==> config.mk <==
export PLATFORM = sky130hd
export DESIGN_NAME = vend_coin_sched
export DESIGN_NICKNAME = d
export VERILOG_FILES = /design/src/rtl/vend_pkg.sv /design/src/rtl/vend_coin_fifo.sv /design/src/rtl/vend_coin_sched.sv
export SDC_FILE = /design/constraint.sdc
export NUM_CORES = 1
export LEC_CHECK = 0
export ABC_AREA = 1
export CAP_MARGIN = 20
export CELL_PAD_IN_SITES_DETAIL_PLACEMENT = 1
export CELL_PAD_IN_SITES_GLOBAL_PLACEMENT = 2
export CORE_ASPECT_RATIO = 0.75
export CORE_MARGIN = 3
export CORE_UTILIZATION = 41
export DETAILED_ROUTE_END_ITERATION = 12
export DONT_BUFFER_PORTS = 1
export PLACE_DENSITY = 0.92
export SYNTH_ARGS = -nofsm -noshare
export SYNTH_HDL_FRONTEND = slang
export SYNTH_SLANG_ARGS = --single-unit
==> constraint.sdc <==
create_clock -name clk -period 4.9 [get_ports clk]
set_input_delay 0.735 -clock clk [delete_from_list [all_inputs] [get_ports clk]]
set_output_delay 0.735 -clock clk [all_outputs]
set_load 0.05 [all_outputs]
==> src/rtl/vend_pkg.sv <==
// Shared types for the vending coin scheduler: coin codes and issue FSM states.
package vend_pkg;

  typedef enum logic [1:0] {
    NONE   = 2'b00,
    NICKEL = 2'b01,
    DIME   = 2'b10,
    BAD    = 2'b11
  } coin_t;

  typedef enum logic [1:0] {
    IDLE,
    ISSUE,
    GAP
  } sched_state_t;

  function automatic logic coin_ok(input coin_t c);
    return (c == NICKEL) || (c == DIME);
  endfunction

endpackage

==> src/rtl/vend_coin_fifo.sv <==
// Small coin FIFO; DEPTH is a power of two so the pointers wrap on their own.
module vend_coin_fifo
  import vend_pkg::*;
#(
  parameter int DEPTH = 4
) (
  input  logic                     clk,
  input  logic                     reset,
  input  logic                     push,
  input  coin_t                    din,
  input  logic                     pop,
  output coin_t                    dout,
  output logic                     full,
  output logic                     empty,
  output logic [$clog2(DEPTH):0]   level
);

  localparam int AW = $clog2(DEPTH);

  coin_t           mem [DEPTH];
  logic [AW-1:0]   wp, rp;
  logic            wr, rd;

  assign full  = (level == (AW+1)'(DEPTH));
  assign empty = (level == '0);
  assign wr    = push && !full;
  assign rd    = pop && !empty;
  assign dout  = mem[rp];

  always_ff @(posedge clk or posedge reset) begin
    if (reset) begin
      wp    <= '0;
      rp    <= '0;
      level <= '0;
    end else begin
      if (wr) wp <= wp + AW'(1);
      if (rd) rp <= rp + AW'(1);
      case ({wr, rd})
        2'b10:   level <= level + (AW+1)'(1);
        2'b01:   level <= level - (AW+1)'(1);
        default: level <= level;
      endcase
    end
  end

  always_ff @(posedge clk) begin
    if (wr) mem[wp] <= din;
  end

endmodule

==> src/rtl/vend_coin_sched.sv <==
// Round-robin coin arbiter + FIFO + one-coin-at-a-time issue FSM feeding a Mealy vending FSM.
// Optional VEND_COIN_STATS_EN adds nickel/dime/reject counters.
module vend_coin_sched
  import vend_pkg::*;
#(
  parameter int DEPTH = 4,
  parameter int CNT_W = 8
) (
  input  logic                     clk,
  input  logic                     reset,
  input  logic                     a_valid,
  input  logic [1:0]               a_coin,
  output logic                     a_ready,
  input  logic                     b_valid,
  input  logic [1:0]               b_coin,
  output logic                     b_ready,
  output logic                     n,
  output logic                     d,
  input  logic                     q,
  output logic [CNT_W-1:0]         vend_count,
  output logic                     reject,
  output logic [$clog2(DEPTH):0]   level
`ifdef VEND_COIN_STATS_EN
  ,
  output logic [CNT_W-1:0]         nickel_count,
  output logic [CNT_W-1:0]         dime_count,
  output logic [CNT_W-1:0]         reject_count
`endif
);

  sched_state_t state, state_nxt;
  logic  ptr_b;
  logic  grant_a, grant_b, accept, cin_ok, push, pop, full, empty;
  logic  n_nxt, d_nxt;
  coin_t cin, head;

  // Pointer only matters on contention; a lone requester always wins.
  assign grant_a = a_valid && (!b_valid || !ptr_b);
  assign grant_b = b_valid && (!a_valid || ptr_b);
  assign a_ready = grant_a && !full && !reset;
  assign b_ready = grant_b && !full && !reset;
  assign accept  = a_ready || b_ready;
  assign cin     = a_ready ? coin_t'(a_coin) : coin_t'(b_coin);
  assign cin_ok  = coin_ok(cin);
  assign push    = accept && cin_ok;

  vend_coin_fifo #(.DEPTH(DEPTH)) u_fifo (
    .clk   (clk),
    .reset (reset),
    .push  (push),
    .din   (cin),
    .pop   (pop),
    .dout  (head),
    .full  (full),
    .empty (empty),
    .level (level)
  );

  always_ff @(posedge clk or posedge reset) begin
    if (reset) begin
      ptr_b  <= 1'b0;
      reject <= 1'b0;
    end else begin
      reject <= accept && !cin_ok;
      if (accept && cin_ok && a_valid && b_valid) ptr_b <= !ptr_b;
    end
  end

  always_comb begin
    state_nxt = state;
    pop       = 1'b0;
    n_nxt     = 1'b0;
    d_nxt     = 1'b0;
    case (state)
      IDLE: if (!empty) begin
        pop       = 1'b1;
        n_nxt     = (head == NICKEL);
        d_nxt     = (head == DIME);
        state_nxt = ISSUE;
      end
      ISSUE:   state_nxt = GAP;
      GAP:     state_nxt = IDLE;
      default: state_nxt = IDLE;
    endcase
  end

  // q is the FSM's Mealy response to the strobe, so it is sampled at the edge closing ISSUE.
  always_ff @(posedge clk or posedge reset) begin
    if (reset) begin
      state      <= IDLE;
      n          <= 1'b0;
      d          <= 1'b0;
      vend_count <= '0;
    end else begin
      state <= state_nxt;
      n     <= n_nxt;
      d     <= d_nxt;
      if (state == ISSUE && q) vend_count <= vend_count + CNT_W'(1);
    end
  end

`ifdef VEND_COIN_STATS_EN
  always_ff @(posedge clk or posedge reset) begin
    if (reset) begin
      nickel_count <= '0;
      dime_count   <= '0;
      reject_count <= '0;
    end else begin
      if (state == ISSUE && n) nickel_count <= nickel_count + CNT_W'(1);
      if (state == ISSUE && d) dime_count   <= dime_count + CNT_W'(1);
      if (accept && !cin_ok)   reject_count <= reject_count + CNT_W'(1);
    end
  end
`endif

endmodule

---- Word level (Yosys, flattened, before mapping) ----
Memory sizes are Yosys's and may differ from the RTL's.
Index checks and enable logic that the tools add are counted.
operators by class
  muxes and demuxes ....................... 12
  eq/ne operators ......................... 9
  reductions and logical operators ........ 27
  $add $sub $neg .......................... 5
operator list
  kind                                                                    number
  1-bit logical AND                                                       13
  8-bit by 1-bit adder with 8-bit output (second input constant)          1
  2-bit by 1-bit equality test with 1-bit output (second input constant)  4
  1-bit two-way mux                                                       8
  1-bit logical NOT                                                       7
  2-bit equality test (second input constant)                             3
  3-bit one-hot mux with 2 select lines                                   1
  2-bit by 1-bit adder with 2-bit output (second input constant)          2
  1-bit logical OR                                                        4
  2-bit two-way mux                                                       2
  2-bit one-hot mux with 2 select lines                                   1
  3-bit by 1-bit adder with 3-bit output (second input constant)          1
  3-bit equality test (second input constant)                             1
  3-bit logical NOT                                                       1
  3-bit by 1-bit subtractor with 3-bit output (second input constant)     1
  2-bit logical NOT                                                       1
  2-bit inequality test (second input constant)                           1
  2-bit nonzero test                                                      1
storage, ports and cells
  logic and storage cells ................. 63
  RAM bits ................................ 8
  memories kept ........................... 1
  register bits after elaboration ......... 21
memory list
  memory      words  width  read ports  clocked after Yosys merged registers in  wr ports  RTL line              text
  u_fifo.mem  4      2      1           0                                        1         vend_coin_fifo.sv:20  coin_t mem [DEPTH];

---- Depth between registers and ports, before layout ----
  word-level depth ........................ 12
  mapped depth ............................ 15
  mapped depth without buffers ............ 15

---- Cells and area by module ----
Synthesis repeated with hierarchy kept, for this count alone.
unflattened totals
  cells, all modules ...................... 176
  area, all modules ....................... 1580.3 sq um
by module, submodules not included
  module           cells an instance  area each (sq um)  times used
  vend_coin_sched  91                 792.0              1
  vend_coin_fifo   85                 788.3              1

---- Least setup slack after synthesis ----
Ideal clock, no wire load.
  path kind ............................... input to register
  start ................................... input reset
  end ..................................... register u_fifo.level[2]
  setup slack ............................. 2.097 ns
  setup time .............................. 0.145 ns
  required time ........................... 4.755 ns
  stages .................................. 15
  arrival ................................. 2.658 ns
  buffers on the path ..................... 0
  cell sequence ........................... inv_2 nand2_2 nor2_4 nand2_4 nand2_2 nand2_2 nand2_2 nand2_4 nand2_8 ha_1 inv_1 fa_1 a21oi_1 o21ai_0 xnor2_1
between the ends
  word-level cells in the longest chain between the ends .. 9
RTL lines
  item                                                                                          RTL line               text
  from (decl)                                                                                   vend_coin_sched.sv:10  input logic reset,
  1-bit logical NOT (no source line) (*)                                                        -
  1-bit logical AND (*)                                                                         vend_coin_sched.sv:40  assign a_ready = grant_a && !full && !reset;
  2-bit two-way mux (*)                                                                         vend_coin_sched.sv:43  assign cin = a_ready ? coin_t'(a_coin) : coin_t'(b_coin);
  net cin[0]                                                                                    vend_coin_sched.sv:35  coin_t cin, head;
  2-bit by 1-bit equality test with 1-bit output / 2-bit equality test (equally long branches)  vend_pkg.sv:18         return (c == NICKEL) || (c == DIME);
  1-bit logical OR (*)                                                                          vend_pkg.sv:18
  1-bit logical AND (*)                                                                         vend_coin_sched.sv:45  assign push = accept && cin_ok;
  1-bit logical AND (*)                                                                         vend_coin_fifo.sv:26   assign wr = push && !full;
  2-bit by 1-bit equality test with 1-bit output / 2-bit equality test (equally long branches)  vend_coin_fifo.sv:38   case ({wr, rd})
  3-bit one-hot mux with 2 select lines / 2-bit nonzero test (equally long branches)            -
  to (signal assigned)                                                                          vend_coin_fifo.sv:39   2'b10: level <= level + (AW+1)'(1);
  to (signal assigned)                                                                          vend_coin_fifo.sv:40   2'b01: level <= level - (AW+1)'(1);
  to (signal assigned)                                                                          vend_coin_fifo.sv:41   default: level <= level;
  to (decl)                                                                                     vend_coin_fifo.sv:15   output logic [$clog2(DEPTH):0] level
Mark *: on every way through the listed nets, which the timed path passes. The rest lies on a longest branch.
A chain may end at the register's enable or synchronous reset.

---- Worst setup path after layout ----
Ends and elaborated chain as after synthesis.

==> impl_metrics.env <==
export IMPL_outcome="completed"
export IMPL_start_util_pct=43.8
export IMPL_htreeDepth=2
export IMPL_grt_max_degree=24
export IMPL_via_count=992
export IMPL_antenna_cells=0
export IMPL_fin_crit_sh_pct=56.4
export IMPL_netlist_instances=150
export IMPL_synth_main_ff_cell="dfrtp_1"
export IMPL_synth_top_area_cell="dfrtp_1"
export IMPL_synthesis_nets=166
export IMPL_arrival_ns=2.91
export IMPL_coreArea_um2=3360
export IMPL_clk_pin_slew_ns=0.06
export IMPL_synth_edf_count=8
export IMPL_globalplace_congestion=0.768
export IMPL_cts_resized=0
export IMPL_ys_ff_latch=29
export IMPL_hpwlAfterDp_mm=2.14
export IMPL_synth_avg_cell_area_um2=9.79
export IMPL_clk_latency_ns=0.28
export IMPL_rsz0062_at_grt="no"
export IMPL_seq_area_um2=766
export IMPL_numCtsBuffers=5
export IMPL_synth_common_cells="25 x nand2_1, 23 x inv_1, 21 x dfrtp_1"
export IMPL_drive_above_1_share_pct=16.6
export IMPL_synth_cell_types=27
export IMPL_maxSlewHeadroom_pct=58.4
export IMPL_tritoncts="built"
export IMPL_crit_fanout=23
export IMPL_yosysTopAreaCellShare_pct=35.8
export IMPL_fin_crit_ns=2.76
export IMPL_drt_pass1_iterations=4
export IMPL_p_per_area_nw_per_um2=688
export IMPL_grt_first_pass_wirelength_mm=4.95
export IMPL_nets=172
export IMPL_setup_tns_ns=0
export IMPL_grt_ovfl_total=0
export IMPL_crit_type="in2reg"
export IMPL_worst_slew_pin_slew_ns=0.624
export IMPL_drc_errors=0
export IMPL_instances_no_fill=197
export IMPL_cp_required_ns=5.05
export IMPL_drt_total_wl_mm=2.87
export IMPL_die_x_um=75.1
export IMPL_nFillCells=379
export IMPL_cts_sinks=29
export IMPL_numPortBuffers=0
export IMPL_synth_area_um2=1470
export IMPL_post_cts_setup_buffer_count=0
export IMPL_hp_class="in2async"
export IMPL_cp_end_kind="register"
export IMPL_maxCapViolations=0
export IMPL_async_flop_share_pct=72.4
export IMPL_clk_path_buf_depth=2
export IMPL_place_inst=189
export IMPL_reg2reg_depth=14
export IMPL_finalClockSkew_ns=0.00221
export IMPL_first_global_vias=1064
export IMPL_antenna_found_initial=0
export IMPL_ant_nets=0
export IMPL_grt_usage_pct=15.7
export IMPL_slew_viol_final=0
export IMPL_vdd_drop_max_v=0.000274
export IMPL_routed_via_density=5.04
export IMPL_p_leak_nw=0.782
export IMPL_ys_warn_count=0
export IMPL_first_iter_violations=42
export IMPL_max_freq_mhz=362
export IMPL_finalHoldViolCount=0
export IMPL_cts_root_buf="clkbuf_8"
export IMPL_setup_viol=0
export IMPL_syn_to_final_growth_pct=10.3
export IMPL_avgRoutedWirePerCell_um=14.5
export IMPL_die_y_um=57.8
export IMPL_die_area_um2=4340
export IMPL_synth_area_leaders="dfrtp_1 36%, edfxtp_1 16%, nand2_1 6.4%"
export IMPL_yosysMostFrequentCell="nand2_1"
export IMPL_yosysSeqAreaShare_pct=52.1
export IMPL_rows=18
export IMPL_hold_buffers=0
export IMPL_ios=25
export IMPL_start_kind="input pin"
export IMPL_multiInputGateArea_um2=604
## routing by layer
metal | share of wire, % | track usage [%]
met2 | 47 | 23.6
met1 | 46 | 19.5
met4 | 2.5 | 9.39
met5 | 0 | 0
met3 | 4.4 | 5.20
## cell usage in the layout (no fill, tap or decap)
master	count
nand2_1	25
inv_1	23
dfrtp_1	21
nor2_1	12
nand2_2	11
nand3_1	8
edfxtp_1	8
xnor2_1	7
ha_1	6
clkbuf_8	5
o21ai_0	4
xor2_1	3
a21oi_1	3
nor2_2	2
inv_2	2
nand2_4	2
nand4_1	2
nor3_1	1
nor2_4	1
nand3_4	1
nand3b_1	1
nand2_8	1
o22ai_1	1
a32o_1	1
nor3b_1	1
and3_1	1
fa_1	1
bufinv_16	1
clkinv_1	1
clkbuf_1	1
## through the flow
| stage | setup WS (ns) | power, mW | cell area [µm²] | hold slack (ns) | utilization (%) |
|---|---|---|---|---|---|
| floorplan | 2.10 | 0.809 | 1470 | 0.413 | - |
| global placement | 1.86 | 0.865 | 1510 | 0.429 | 45.1 |
| detailed placement | 1.78 | 0.886 | 1510 | 0.429 | 45.1 |
| CTS | 2.07 | 1.13 | 1620 | 0.368 | 48.3 |
| global route | 1.86 | 1.20 | 1620 | 0.378 | 48.3 |
| finish | 2.14 | 1.11 | 1620 | 0.354 | 48.3 |
## area by class of cell
cell class	instances	area share, %
multi-input combinational	95	37.3
inverter	25	5.79
clock inverter	2	2.08
clock buffer	6	4.48
tap	40	3.09
sequential	29	47.3
## where the power goes
group / leakage [nW] / internal (mW) / switching, mW / total (mW)
clock network: 0.0528 / 0.150 / 0.0913 / 0.241
registers: 0.339 / 0.326 / 0.220 / 0.545
logic: 0.390 / 0.124 / 0.204 / 0.327
## registers in the layout, summed over array words and instances (netlist names)
| register | count |
|---|---|
| u_fifo.level | 3 |
| u_fifo.mem | 8 |
| ptr_b | 1 |
| reject | 1 |
| vend_count | 8 |
| u_fifo.wp | 2 |
| d | 1 |
| n | 1 |
| state | 2 |
| u_fifo.rp | 2 |
## worst paths after layout
kind,start,end,slack [ns]
max in group asynchronous,reset,n,4.22
max,reset,u_fifo.level[2],2.14
max reg2reg,u_fifo.level[1],u_fifo.level[2],2.21
min,reset,u_fifo.wp[1],0.35
min reg2reg,state[1],state[1],0.43
min in group clk,state[1],state[1],0.43
## cell families after synthesis
logic type | Yosys count | synth area share (%)
xor+xnor | 10 | 5.96
fa+ha+maj | 7 | 6.47
compound gates | 9 | 3.49
simple gates | 69 | 25.2
flops | 29 | 52.1
buf+inv | 26 | 6.73
## critical path: stages
cell and delay, ns:
inv_2 0.34, nand2_2 0.11, nor2_4 0.21, nand2_4 0.10, nand2_2 0.07, nand2_2 0.08, nand2_2 0.10, nand2_4 0.09
nand2_8 0.09, ha_1 0.15, inv_1 0.06, fa_1 0.37, a21oi_1 0.14, o21ai_0 0.11, xnor2_1 0.13
Note: power is estimated with default switching activity, not from simulation.
==> RTL change 1, RTL diff (same flow settings) <==
The option `VEND_COIN_STATS_EN` is turned on by a define.
--- a/src/rtl/vend_coin_sched.sv
+++ b/src/rtl/vend_coin_sched.sv
@@ -1,5 +1,7 @@
 // Round-robin coin arbiter + FIFO + one-coin-at-a-time issue FSM feeding a Mealy vending FSM.
 // Optional VEND_COIN_STATS_EN adds nickel/dime/reject counters.
+`define VEND_COIN_STATS_EN
+
 module vend_coin_sched
   import vend_pkg::*;
 #(
Formal check against the unedited RTL (old outputs only; new: dime_count, nickel_count and reject_count): equivalent (equiv_simple and equiv_induct, registers matched by name and starting in step).
==> RTL change 1 against the unedited design <==
  * Design area increased by 68%
  * Sequential cell count is 24 higher
  * Global-route usage is 0.93 points lower
  * Count of clock-buffer cells in the layout grew 2
  * Clock power increased by 3%
  * Non-clock buffer count grew 1
  * Core utilization down 2.3 points
  * Worst setup slack got worse by 0.063 ns
  * Routed wire length is 67% higher
  * Power rose by 46%
  * Maximum frequency is 2.2% lower
  * Area after synthesis increased by 73%
  * Sequential power increased by 77%
  * Largest cell class unchanged
  * Highest routed layer unchanged
==> RTL change 1: results (changes against the unedited design) <==
| Metric | Value |
|---|---|
| Worst Setup SP | u_fifo.level[1]$_DFFE_PP0P_ (was reset) |
| Largest net degree at the start of global routing | 47 (was 24) |
| Dpl hpwl | 3.71 mm (was 2.14 mm) |
| Share of cells above drive strength 1 | 0.114 (was 0.166) |
| Worst-margin pin slew | 0.665 ns (was 0.624 ns) |
| Peak VDD IR | 147 µV (was 274 µV) |
| Area contributors post-synth | dfrtp_1 (44%), edfxtp_1 (9.5%), nand2_1 (8.6%), xnor2_1 (5.2%), xor2_1 (5.2%) (was dfrtp_1 (36%), edfxtp_1 (16%), nand2_1 (6.4%), inv_1 (5.9%), ha_1 (5.1%)) |
| Post-Route M1 WL | 2.13 mm (was 1.33 mm) |
| Largest stage delay on the critical path | 0.68 ns (was 0.37 ns) |
| Status | finished clean (unchanged) |
| Worst-path clk slew | 0.08 ns (was 0.06 ns) |
| Met2 Routed Length | 2.33 mm (was 1.34 mm) |
| # nets final | 282 (was 172) |
| Detailed Route WL | 4.78 mm (was 2.87 mm) |
| Min-Delay Path Class | reg -> reg (was in -> async) |
| Vias per cell | 4.85 (was 5.04) |
| Placed Cells | 334 (was 189) |
| Die ar. | 7190 µm² (was 4340 µm²) |
| Non-Filler Instances | 342 (was 197) |
| Slowest-stage cell, CP | dfrtp_1 (was fa_1) |
| Post-synth ARST share | 0.849 (was 0.724) |
| Top cells by count, synth | nand2_1 (58), dfrtp_1 (45), inv_1 (28) (was nand2_1 (25), inv_1 (23), dfrtp_1 (21)) |
| Post-Place Worst Slack | 2.01 ns (was 1.78 ns) |
| Number of global-route vias before repair | 1,742 (was 1,064) |
| P_leak | 1.33 nW (was 0.782 nW) |
## RTL change 1: layout make-up
type,instances,area (µm²)
inverters,32,120
well taps,78,97.6
flip-flops and latches,53,1370
repair buffers,1,7.51
fillers,687,3190
multi-input cells,170,1040
clock buffers,8,90.1
## RTL change 1: kinds of logic (layout without fill, tap and decap cells)
family / after synthesis / count (layout) / synth area share
AO/OA/AOI/OAI: 10 / 10 / 0.0251
XOR/XNOR: 30 / 30 / 0.103
adder cells (fa/ha/maj): 10 / 10 / 0.0522
buffers and inverters: 34 / 41 / 0.0532
flip-flops: 53 / 53 / 0.538
multiplexers: 2 / 2 / 0.00886
AND/OR/NAND/NOR: 118 / 118 / 0.220
## RTL change 1: per-layer routing
layer  up-vias  track usage
met3         8       0.0469
met2        33        0.252
met4         0       0.0467
li1        819            -
met5         -            0
met1       797        0.182
## RTL change 1: how the worst min path moves through the flow
stage | startpoint | end | slack [ns] | cells after the start
6_report | state[0]$_DFFE_PP0P_ | state[0]$_DFFE_PP0P_ | 0.46 | 1
5_1_grt | state[0]$_DFFE_PP0P_ | state[0]$_DFFE_PP0P_ | 0.51 | 1
4_1_cts | state[0]$_DFFE_PP0P_ | state[0]$_DFFE_PP0P_ | 0.47 | 1
3_5_place_dp | state[0]$_DFFE_PP0P_ | state[0]$_DFFE_PP0P_ | 0.46 | 1
3_3_place_gp | state[0]$_DFFE_PP0P_ | state[0]$_DFFE_PP0P_ | 0.45 | 1
2_1_floorplan | state[0]$_DFFE_PP0P_ | state[0]$_DFFE_PP0P_ | 0.43 | 1
## RTL change 1: power breakdown
part / internal (mW) / switching [mW]
Sequential: 0.556 / 0.407
Combinational: 0.163 / 0.248
Clock: 0.115 / 0.133
==> RTL change 2, RTL diff (same flow settings) <==
Without the edit above. Re-encode `sched_state_t` (3 states) as one-hot, 3 bits wide.
--- a/src/rtl/vend_pkg.sv
+++ b/src/rtl/vend_pkg.sv
@@ -8,10 +8,10 @@
     BAD    = 2'b11
   } coin_t;
 
-  typedef enum logic [1:0] {
-    IDLE,
-    ISSUE,
-    GAP
+  typedef enum logic [2:0] {
+    IDLE  = 3'b001,
+    ISSUE = 3'b010,
+    GAP   = 3'b100
   } sched_state_t;
 
   function automatic logic coin_ok(input coin_t c);
Check against the original RTL: same outputs for any inputs over 10 cycles, from zero or initial values and one cycle with reset high; not proved beyond that.
==> RTL change 2 against the unedited design <==
  * Sequential share of layout area is 0.77 points higher
  * Worst setup slack worse by 0.076 ns
  * Synthesized cell count stayed put
  * Area after synthesis is 2.6% higher
  * Global-route usage is 0.85 points lower
  * Sequential cell count is 1 higher
  * Design area is 1.8% higher
  * Register-to-register slack worse by 0.05 ns
  * Power is 4.9% lower
  * Routed wire length is 2.0% higher
  * Core utilization is 0.21 points higher
  * Combinational power is 2% higher
  * Largest cell class unchanged
==> RTL change 2: results (changes against the unedited design) <==
| Metric | Value |
|---|---|
| Initial DRC Count | 31 (was 42) |
| Post-synthesis mux area share | 0.00748 (was 0) |
| Post-synth EDFFs | 8 (unchanged) |
| Ant diodes | 0 (unchanged) |
| Worst-path clk slew | 0.06 ns (about the same) |
| Adder-cell share of the synthesized area | 0.0631 (was 0.0647) |
| Gr usage total | 0.148 (was 0.157) |
| Share of cells above drive strength 1 | 0.158 (was 0.166) |
| Largest net degree at the start of global routing | 25 (was 24) |
| Worst-margin pin slew | 0.627 ns (was 0.624 ns) |
| Xor/xnor share of the synthesized area | 0.0581 (was 0.0596) |
| Max Root-Sink Buffers | 2 (unchanged) |
| Post-CTS sizing | 0 (unchanged) |
| Top cells by count, synth | inv_1 (26), nand2_1 (22), dfrtp_1 (21) (was nand2_1 (25), inv_1 (23), dfrtp_1 (21)) |
| Status | finished clean (unchanged) |
| Post-synth ARST share | 0.733 (was 0.724) |
| Largest stage delay on the critical path | ~0.38 ns |
| Via count | 986 (was 992) |
| Compound-Gate Fraction of Synth Area | 0.0341 (was 0.0349) |
| First-pass DRT Iterations | 3 (was 4) |
| Post-Place Worst Slack | 1.74 ns (was 1.78 ns) |
| Drt wl/cell | 14.1 µm (was 14.5 µm) |
| CP arrival | 2.97 ns (was 2.91 ns) |
| RD Place Congestion | 0.745 (was 0.768) |
| Number of global-route vias before repair | 1,095 (was 1,064) |
| CP max FO | 24 (was 23) |
| Top Registers | u_fifo.mem: 8 flops, vend_count: 8 flops (was u_fifo.mem: 8 flops, vend_count: 8 flops, u_fifo.level: 3 flops) |
| Dpl hpwl | 2.30 mm (was 2.14 mm) |
| Mapped Nets | 166 (unchanged) |
| IO Port Bufs | 0 (unchanged) |
| R2R setup slack | 2.16 ns (was 2.21 ns) |
| Skew final | 0.00473 ns (was 0.00221 ns) |
| Sequential-to-total area share from yosys stat | 0.526 (was 0.521) |
| Switching power | 501 µW (was 515 µW) |
| Area contributors post-synth | dfrtp_1 (35%), edfxtp_1 (16%), inv_1 (6.5%), nand2_1 (5.5%), ha_1 (5.0%) (was dfrtp_1 (36%), edfxtp_1 (16%), nand2_1 (6.4%), inv_1 (5.9%), ha_1 (5.1%)) |
| Peak VDD IR | 190 µV (was 274 µV) |
| Worst R2R Start | u_fifo.level[0]$_DFFE_PP0P_ (was u_fifo.level[1]$_DFFE_PP0P_) |
| P_leak | 0.795 nW (was 0.782 nW) |
| Fin crit period | 2.84 ns (was 2.76 ns) |
| Global-route wire length before repair | 4.96 mm (was 4.95 mm) |
| CTS Buf Count | 5 (unchanged) |
| Distinct cells, synth | 28 (was 27) |
## RTL change 2: how the worst max path moves through the flow
stage | endpoint | depth (start not counted)
floorplan | u_fifo.level[2]$_DFFE_PP0P_ | 15
global placement | u_fifo.level[2]$_DFFE_PP0P_ | 15
detailed placement | u_fifo.level[2]$_DFFE_PP0P_ | 15
CTS | u_fifo.level[2]$_DFFE_PP0P_ | 15
global route | u_fifo.level[2]$_DFFE_PP0P_ | 15
finish | u_fifo.level[2]$_DFFE_PP0P_ | 15
## RTL change 2: per-layer routing
| layer | global-route usage | wire, µm |
|---|---|---|
| met5 | 0 | 0 |
| met4 | 0.0620 | 40 |
| met3 | 0.0520 | 122 |
| met2 | 0.250 | 1430 |
| met1 | 0.177 | 1330 |
## RTL change 2: kinds of logic after synthesis
group                    count (synthesis)
buffers and inverters                   27
multiplexers                             1
adder cells (fa/ha/maj)                  7
XOR/XNOR                                10
AO/OA/AOI/OAI                            9
flip-flops                              30
AND/OR/NAND/NOR                         66
## RTL change 2: final cells by class
type	count	area, µm²
Sequential cell	30	792
Fill cell	401	1750
Multi-Input combinational cell	93	613
Tap cell	50	62.6
Inverter	27	101
Clock buffer	8	80.1
## RTL change 2: through the flow
step                cells  utilization  hold WS, ns  total power, mW  cell area (µm²)
floorplan             150            -        0.457            0.799             1510
global placement      200        0.461        0.476            0.855             1570
detailed placement    200        0.461        0.501            0.886             1570
CTS                   208        0.485        0.376             1.08             1650
global route          208        0.485        0.399             1.14             1650
finish                208        0.485        0.374             1.06             1650
## RTL change 2: power groups by stage
| stage | clock [mW] | sequential (mW) | combinational [mW] |
|---|---|---|---|
| after global routing | 0.204 | 0.551 | 0.390 |
| final | 0.187 | 0.541 | 0.332 |
| after detailed placement | 0 | 0.548 | 0.338 |
| after global placement | 0 | 0.540 | 0.315 |
| after CTS | 0.193 | 0.543 | 0.340 |
| after floorplan | 0 | 0.527 | 0.272 |
